<file path="config.mk">
export PLATFORM = sky130hd
export DESIGN_NAME = obi_sram_bridge_flat
export DESIGN_NICKNAME = d
export VERILOG_FILES = /design/src/rtl/obi_sram_bridge_if.sv /design/src/rtl/obi_sram_bridge.sv /design/src/flat_wrapper.sv
export SDC_FILE = /design/constraint.sdc
export NUM_CORES = 1
export LEC_CHECK = 0
export CORE_MARGIN = 3
export CORE_UTILIZATION = 28
export CTS_CLUSTER_DIAMETER = 40
export DETAILED_ROUTE_END_ITERATION = 12
export GPL_ROUTABILITY_DRIVEN = 0
export PLACE_DENSITY = 0.85
export SLEW_MARGIN = 20
export SYNTH_ARGS = -nofsm -noshare
export SYNTH_HDL_FRONTEND = slang
export SYNTH_SLANG_ARGS = --single-unit
</file>
<file path="constraint.sdc">
create_clock -name clk -period 2.9 [get_ports clk]
set_input_delay 0.435 -clock clk [delete_from_list [all_inputs] [get_ports clk]]
set_output_delay 0.435 -clock clk [all_outputs]
set_load 0.01 [all_outputs]
</file>
<file path="src/rtl/obi_sram_bridge_if.sv">
// obi_sram_bridge_if: OBI request/response bundle (REQ WE BE ADDR WDATA from master; GNT RVALID RDATA from slave)
interface obi_sram_bridge_if;
  logic        REQ;
  logic        WE;
  logic [3:0]  BE;
  logic [23:0] ADDR;
  logic [31:0] WDATA;
  logic        GNT;
  logic        RVALID;
  logic [31:0] RDATA;
  modport master (output REQ, WE, BE, ADDR, WDATA, input GNT, RVALID, RDATA);
  modport slave (input REQ, WE, BE, ADDR, WDATA, output GNT, RVALID, RDATA);
endinterface

</file>
<file path="src/rtl/obi_sram_bridge.sv">
// obi_sram_bridge: OBI slave onto a 1024x32 SRAM (clk, rst, obi slave port, AD/BEN/DI/EN/R_WB/DO SRAM pins, clear_req, busy, err_cnt) with post-reset/requested clear sweep; define OBI_SRAM_BRIDGE_RDATA_REG_EN for a registered 2-cycle response
module obi_sram_bridge #(
  parameter logic [11:0] BASE = 12'h000,
  parameter bit CLEAR_ON_RESET = 1'b1
) (
  input  logic                 clk,
  input  logic                 rst,
  obi_sram_bridge_if.slave     obi,
  output logic [9:0]           AD,
  output logic [31:0]          BEN,
  output logic [31:0]          DI,
  output logic                 EN,
  output logic                 R_WB,
  input  logic [31:0]          DO,
  input  logic                 clear_req,
  output logic                 busy,
  output logic [7:0]           err_cnt
);
  localparam logic [0:0] CLEAR = 1'b0;
  localparam logic [0:0] RUN   = 1'b1;
  logic [0:0] state;
  logic [9:0] cnt;
  logic       hold;
  logic       rv;
  logic       rv_rd;
  logic       pend;
  logic       acc;
  logic       hit;
  logic       sel;
  logic       clr;
  logic       sweep;
  logic       unused;
  assign unused = ^obi.ADDR[1:0];
  assign sweep  = ~rst & (state == CLEAR);
  assign busy   = sweep;
  assign clr    = clear_req | hold;
  assign obi.GNT = ~rst & (state == RUN) & ~clr;
  assign acc    = obi.REQ & obi.GNT;
  assign hit    = obi.ADDR[23:12] == BASE;
  assign sel    = acc & hit;
  assign EN     = sweep | sel;
  assign R_WB   = sel & ~obi.WE;
  assign AD     = sweep ? cnt : sel ? obi.ADDR[11:2] : '0;
  assign BEN    = sweep ? '1 : sel ? {{8{obi.BE[3]}}, {8{obi.BE[2]}}, {8{obi.BE[1]}}, {8{obi.BE[0]}}} : '0;
  assign DI     = sel ? obi.WDATA : '0;
  always_ff @(posedge clk) begin
    if (rst) begin
      rv    <= 1'b0;
      rv_rd <= 1'b0;
    end else begin
      rv    <= acc;
      rv_rd <= sel & ~obi.WE;
    end
  end
`ifdef OBI_SRAM_BRIDGE_RDATA_REG_EN
  logic        rv2;
  logic [31:0] rd2;
  always_ff @(posedge clk) begin
    if (rst) begin
      rv2 <= 1'b0;
      rd2 <= '0;
    end else begin
      rv2 <= rv;
      rd2 <= (rv & rv_rd) ? DO : '0;
    end
  end
  assign pend       = rv | rv2;
  assign obi.RVALID = ~rst & rv2;
  assign obi.RDATA  = rst ? '0 : rd2;
`else
  assign pend       = rv;
  assign obi.RVALID = ~rst & rv;
  assign obi.RDATA  = (~rst & rv & rv_rd) ? DO : '0;
`endif
  always_ff @(posedge clk) begin
    if (rst) begin
      state   <= CLEAR_ON_RESET ? CLEAR : RUN;
      cnt     <= '0;
      hold    <= 1'b0;
      err_cnt <= '0;
    end else begin
      if (state == CLEAR) begin
        cnt <= cnt + 10'd1;
        if (cnt == 10'd1023) state <= RUN;
      end else if (clr) begin
        hold <= pend;
        if (!pend) begin
          state <= CLEAR;
          cnt   <= '0;
        end
      end
      if (acc && !hit && err_cnt != 8'hff) err_cnt <= err_cnt + 8'd1;
    end
  end
endmodule

</file>
<file path="src/flat_wrapper.sv">
// flat-port wrapper written by rule: the top's interface ports become plain ports
module obi_sram_bridge_flat 
#(
  parameter logic [11:0] BASE = 12'h000,
  parameter bit CLEAR_ON_RESET = 1'b1
)
  (clk, rst, AD, BEN, DI, EN, R_WB, DO, clear_req, busy, err_cnt, obi_REQ, obi_WE, obi_BE, obi_ADDR, obi_WDATA, obi_GNT, obi_RVALID, obi_RDATA);
  obi_sram_bridge_if obi_i ();
  input  logic clk;
  input  logic rst;
  output logic [9:0] AD;
  output logic [31:0] BEN;
  output logic [31:0] DI;
  output logic EN;
  output logic R_WB;
  input  logic [31:0] DO;
  input  logic clear_req;
  output logic busy;
  output logic [7:0] err_cnt;
  input wire logic [$bits(obi_i.REQ)-1:0] obi_REQ;
  input wire logic [$bits(obi_i.WE)-1:0] obi_WE;
  input wire logic [$bits(obi_i.BE)-1:0] obi_BE;
  input wire logic [$bits(obi_i.ADDR)-1:0] obi_ADDR;
  input wire logic [$bits(obi_i.WDATA)-1:0] obi_WDATA;
  output wire logic [$bits(obi_i.GNT)-1:0] obi_GNT;
  output wire logic [$bits(obi_i.RVALID)-1:0] obi_RVALID;
  output wire logic [$bits(obi_i.RDATA)-1:0] obi_RDATA;
  assign obi_i.REQ = obi_REQ;
  assign obi_i.WE = obi_WE;
  assign obi_i.BE = obi_BE;
  assign obi_i.ADDR = obi_ADDR;
  assign obi_i.WDATA = obi_WDATA;
  assign obi_GNT = obi_i.GNT;
  assign obi_RVALID = obi_i.RVALID;
  assign obi_RDATA = obi_i.RDATA;
  obi_sram_bridge #(.BASE(BASE), .CLEAR_ON_RESET(CLEAR_ON_RESET)) u_core (.clk(clk), .rst(rst), .obi(obi_i), .AD(AD), .BEN(BEN), .DI(DI), .EN(EN), .R_WB(R_WB), .DO(DO), .clear_req(clear_req), .busy(busy), .err_cnt(err_cnt));
endmodule
</file>
==> parameters.txt <==
Parameter                              Value

Run status
  Outcome    complete, no violations

Placed design
  Cell total after placement    514
  Count of buffers from port buffering    213
  Detailed placer's ending HPWL    6.37 mm

Flow run
  Reported max-cap violation count    0

Detailed routing
  Antenna Nets Post-Route    0
  First-pass detailed-route iteration total    4
  Detailed router's first-iteration violation count    81
  Post-route DRC    0
  Mean routed wirelength per cell    15.0 um
  Via density    5.05
  Routed vias    2,618
  Routed WL    7.79 mm

Cells and area
  Area growth from synthesis to layout    109%
  NumNets Final    ~540
  Layout Cells excl Fill    a little over 500
  Final antenna diode count    0
  Share of the core filled with cells in the final layout    0.621
  Fillers    608
  Share of post-route cells with drive strength above 1    0.0998

Clock tree
  Number of buffers added by the clock tree synthesis step    3
  Number of post-CTS setup repair buffers    0
  Clock input transition at the sequential cells of the worst setup and hold paths    0.09 ns
  Clock tree root driver cell    clkbuf_8
  Clock sink count    22
  Buffer levels on the longest clock path    2
  Worst-Skew Late Latency    0.27 ns
  Post-CTS Hold Fix Bufs    0
  H-tree level count    1
  CTS tree    done

Yosys
  Area fraction of the dominant cell type after synthesis    0.227
  Number of register bits inferred by synthesis    22
  Post-synth net total    354
  Count of unique library cells instantiated by Yosys    42
  Leading cell types by total area after synthesis    dfxtp_1 (23%), and3_1 (21%), buf_4 (11%), a22o_1 (4.5%), clkbuf_1 (3.5%)
  Mean cell area of the mapped netlist    7.62 um^2
  Gate count of the mapped netlist    255
  Sequential cell area fraction in the yosys report    0.227
  Warnings, synthesis    0
  Summed instance area of the synthesized netlist    1940 um^2
  Synth area leader    dfxtp_1

Die
  FP Rows    29
  Die area    7970 um^2
  Floorplan die width    about 90 um
  Top-level port count    216
  Starting Density    0.297
  Die extent in y    89.3 um
  Floorplan core area    6530 um^2

Setup path
  CP Class    input port to output pin
  Launch point of the worst reg-to-reg path    u_core.err_cnt[0]
  Critical Path Start    obi_ADDR[14]
  Worst EP arrival    2.40 ns
  Critical Path Start Type    input port
  Cell-by-cell trace of the critical path    clkdlybuf4s50_1 -> or4_4 -> nor3_4 -> and2_4 -> buf_12 -> a21o_4 -> dlygate4sd2_1
  Max FO, Critical Path    12
  Required time reported for the critical path endpoint    ~2.5 ns
  Cell with the largest stage delay on the worst path    or4_4
  Capturing element type of the critical path    output pin
  Stage delay of the slowest cell on the critical path    0.57 ns

Global routing
  Most used routing layer in global routing    met2
  Wire length of the first global-routing pass    11.4 mm
  GR Util met1    0.192
  Pin count of the biggest net entering global routing    37
  Met3 Track Usage GR    0.0571
  Total global routing overflow    0
  GR Layer Usage met2    0.330
  Global-route usage over all layers    0.179
  Antenna violations before repair    0
  Vias in the first global route    ~2,500

Power
  Leak    a little under 2 nW
  Cell area power density    202 nW/um^2
  P_int    0.647 mW
  Worst vdd rail ir drop    roughly 0.00023 V
  Share of power burned in registers    0.378
  Clock share of power    0.352
  Combinational power share    0.270
  Switching power share of the total    0.211
  Net Sw Power    0.173 mW

Hold path
  Hold Crit Class    flip-flop to flip-flop
  Launch point of the worst hold path    u_core.cnt[9]

Timing
  Final Hold Viols    0
  Max-slew violations    0
  Period minus WS final    2.84 ns
  Final setup violating endpoints    0
  Period utilization    0.978
  Largest clock skew in the final design    0.00628 ns
  Max-slew headroom    0.379
  Peak Freq    0.353 GHz
  RSZ-0062 raised after global routing    true
  Worst Hold Margin    0.504 ns
  Slew at the pin closest to its max-slew limit    just over 0.9 ns
[critical path, delay by kind of cell]
family	cells	cell delay, ns
AOI/OAI and AO/OA	1	0.15
buffers and inverters	3	0.80
and+or+nand+nor	3	1.00
[final cells by class]
type	count	area, um^2	share of cell area
clock buffer	3	41.3	0.0102
clock inverter	1	30.0	0.00741
inverter	1	3.75	0.000926
multi-input combinational	184	1240	0.305
sequential	22	440	0.109
tap	77	96.3	0.0238
timing repair buffer	230	2210	0.544
[flip-flops by register name (all words and copies together), names as in the netlist]
signal / flops
u_core.rv_rd: 1
u_core.state: 1
u_core.cnt: 10
u_core.pend: 1
u_core.hold: 1
u_core.err_cnt: 8
[per-layer routing]
layer	wire length, um	share of wire
met1	2860	0.37
met5	0	0
met3	896	0.12
met4	126	0.016
met2	3910	0.50
[power by group through the flow]
| stage | logic, mW | registers (mW) | clock network (mW) |
|---|---|---|---|
| after floorplan | 0.0702 | 0.316 | 0 |
| after global placement | 0.230 | 0.317 | 0 |
| after detailed placement | 0.234 | 0.317 | 0 |
| after CTS | 0.220 | 0.310 | 0.291 |
| after global routing | 0.240 | 0.311 | 0.305 |
| final | 0.222 | 0.310 | 0.289 |
[kinds of logic (layout without fill, tap and decap cells)]
group,Yosys count,count (layout),synth area share
adders and majority gates,2,2,0.0129
muxes,4,4,0.0219
and+or+nand+nor,128,128,0.399
buffers and inverters,49,235,0.157
AOI/OAI and AO/OA,50,50,0.183
DFF,22,22,0.227
[final timing paths]
check                           cells after the start           endpoint  slack (ns)
worst max-delay path                                7            BEN[26]        0.06
worst min register to register                      2      u_core.cnt[9]        0.50
worst max register to register                      5  u_core.err_cnt[7]        0.81
worst min-delay path                                2      u_core.cnt[9]        0.50
[cell usage in the layout, fill, tap and decap left out, types with 2 or more instances in the layout]
cell,synthesis,layout
nand2_1,8,8
mux2i_1,2,2
a311oi_1,2,2
and2b_1,2,2
nor2b_1,6,5
nor3_1,5,5
a31oi_1,3,3
or4_4,2,3
nand3_1,6,6
a22o_1,10,10
nor4_1,2,2
clkdlybuf4s50_1,0,137
o41ai_1,2,2
nand4_1,3,3
ha_1,2,2
nor2_1,16,16
buf_12,0,3
mux2_2,2,2
or3_1,3,3
clkbuf_8,0,3
a21oi_1,13,13
clkdlybuf4s15_1,0,22
a21o_4,0,4
and3_1,66,66
or4_1,3,2
o21ai_0,7,7
buf_4,28,14
clkbuf_2,0,6
dfxtp_1,22,22
dlygate4sd2_1,0,48
[metrics by stage]
step	power, mW	cell area [um^2]	setup TNS, ns	worst slack (ns)
after floorplan	0.386	1940	0	0.343
after global placement	0.547	4030	-14.24	-0.264
after detailed placement	0.551	4030	-17.78	-0.318
after CTS	0.821	4050	-0.0712	-0.0215
after global routing	0.857	4060	-0.171	-0.0181
final	0.821	4060	0	0.0646
[cells in the mapped netlist]
cell type  instances
o211ai_1           1
a31oi_1            3
mux2i_1            2
mux2_2             2
and2_1             1
nor4_1             2
o41ai_1            2
and2b_1            2
o311ai_2           1
buf_4             28
o211a_1            1
a311oi_1           2
nand4_1            3
nand2_1            8
o21ai_0            7
o21bai_1           1
or4_1              3
o311a_1            1
or4_4              2
nor2b_1            6
or4b_2             1
o31ai_1            1
a22o_1            10
inv_1              1
nor4b_4            1
nor3_4             1
and3_1            66
nor2_1            16
o21a_1             1
a21o_1             4
and2_0             1
or3_1              3
buf_6              2
ha_1               2
or2_2              1
nand3_1            6
dfxtp_1           22
a31o_2             1
o311ai_0           1
a21oi_1           13
nor3_1             5
clkbuf_1          18
[what timing repair did]
item	CTS	global route
pin swaps	0	2
gates resized for setup	85	34
setup endpoints to repair	76	10
(Power assumes the default switching activity.)
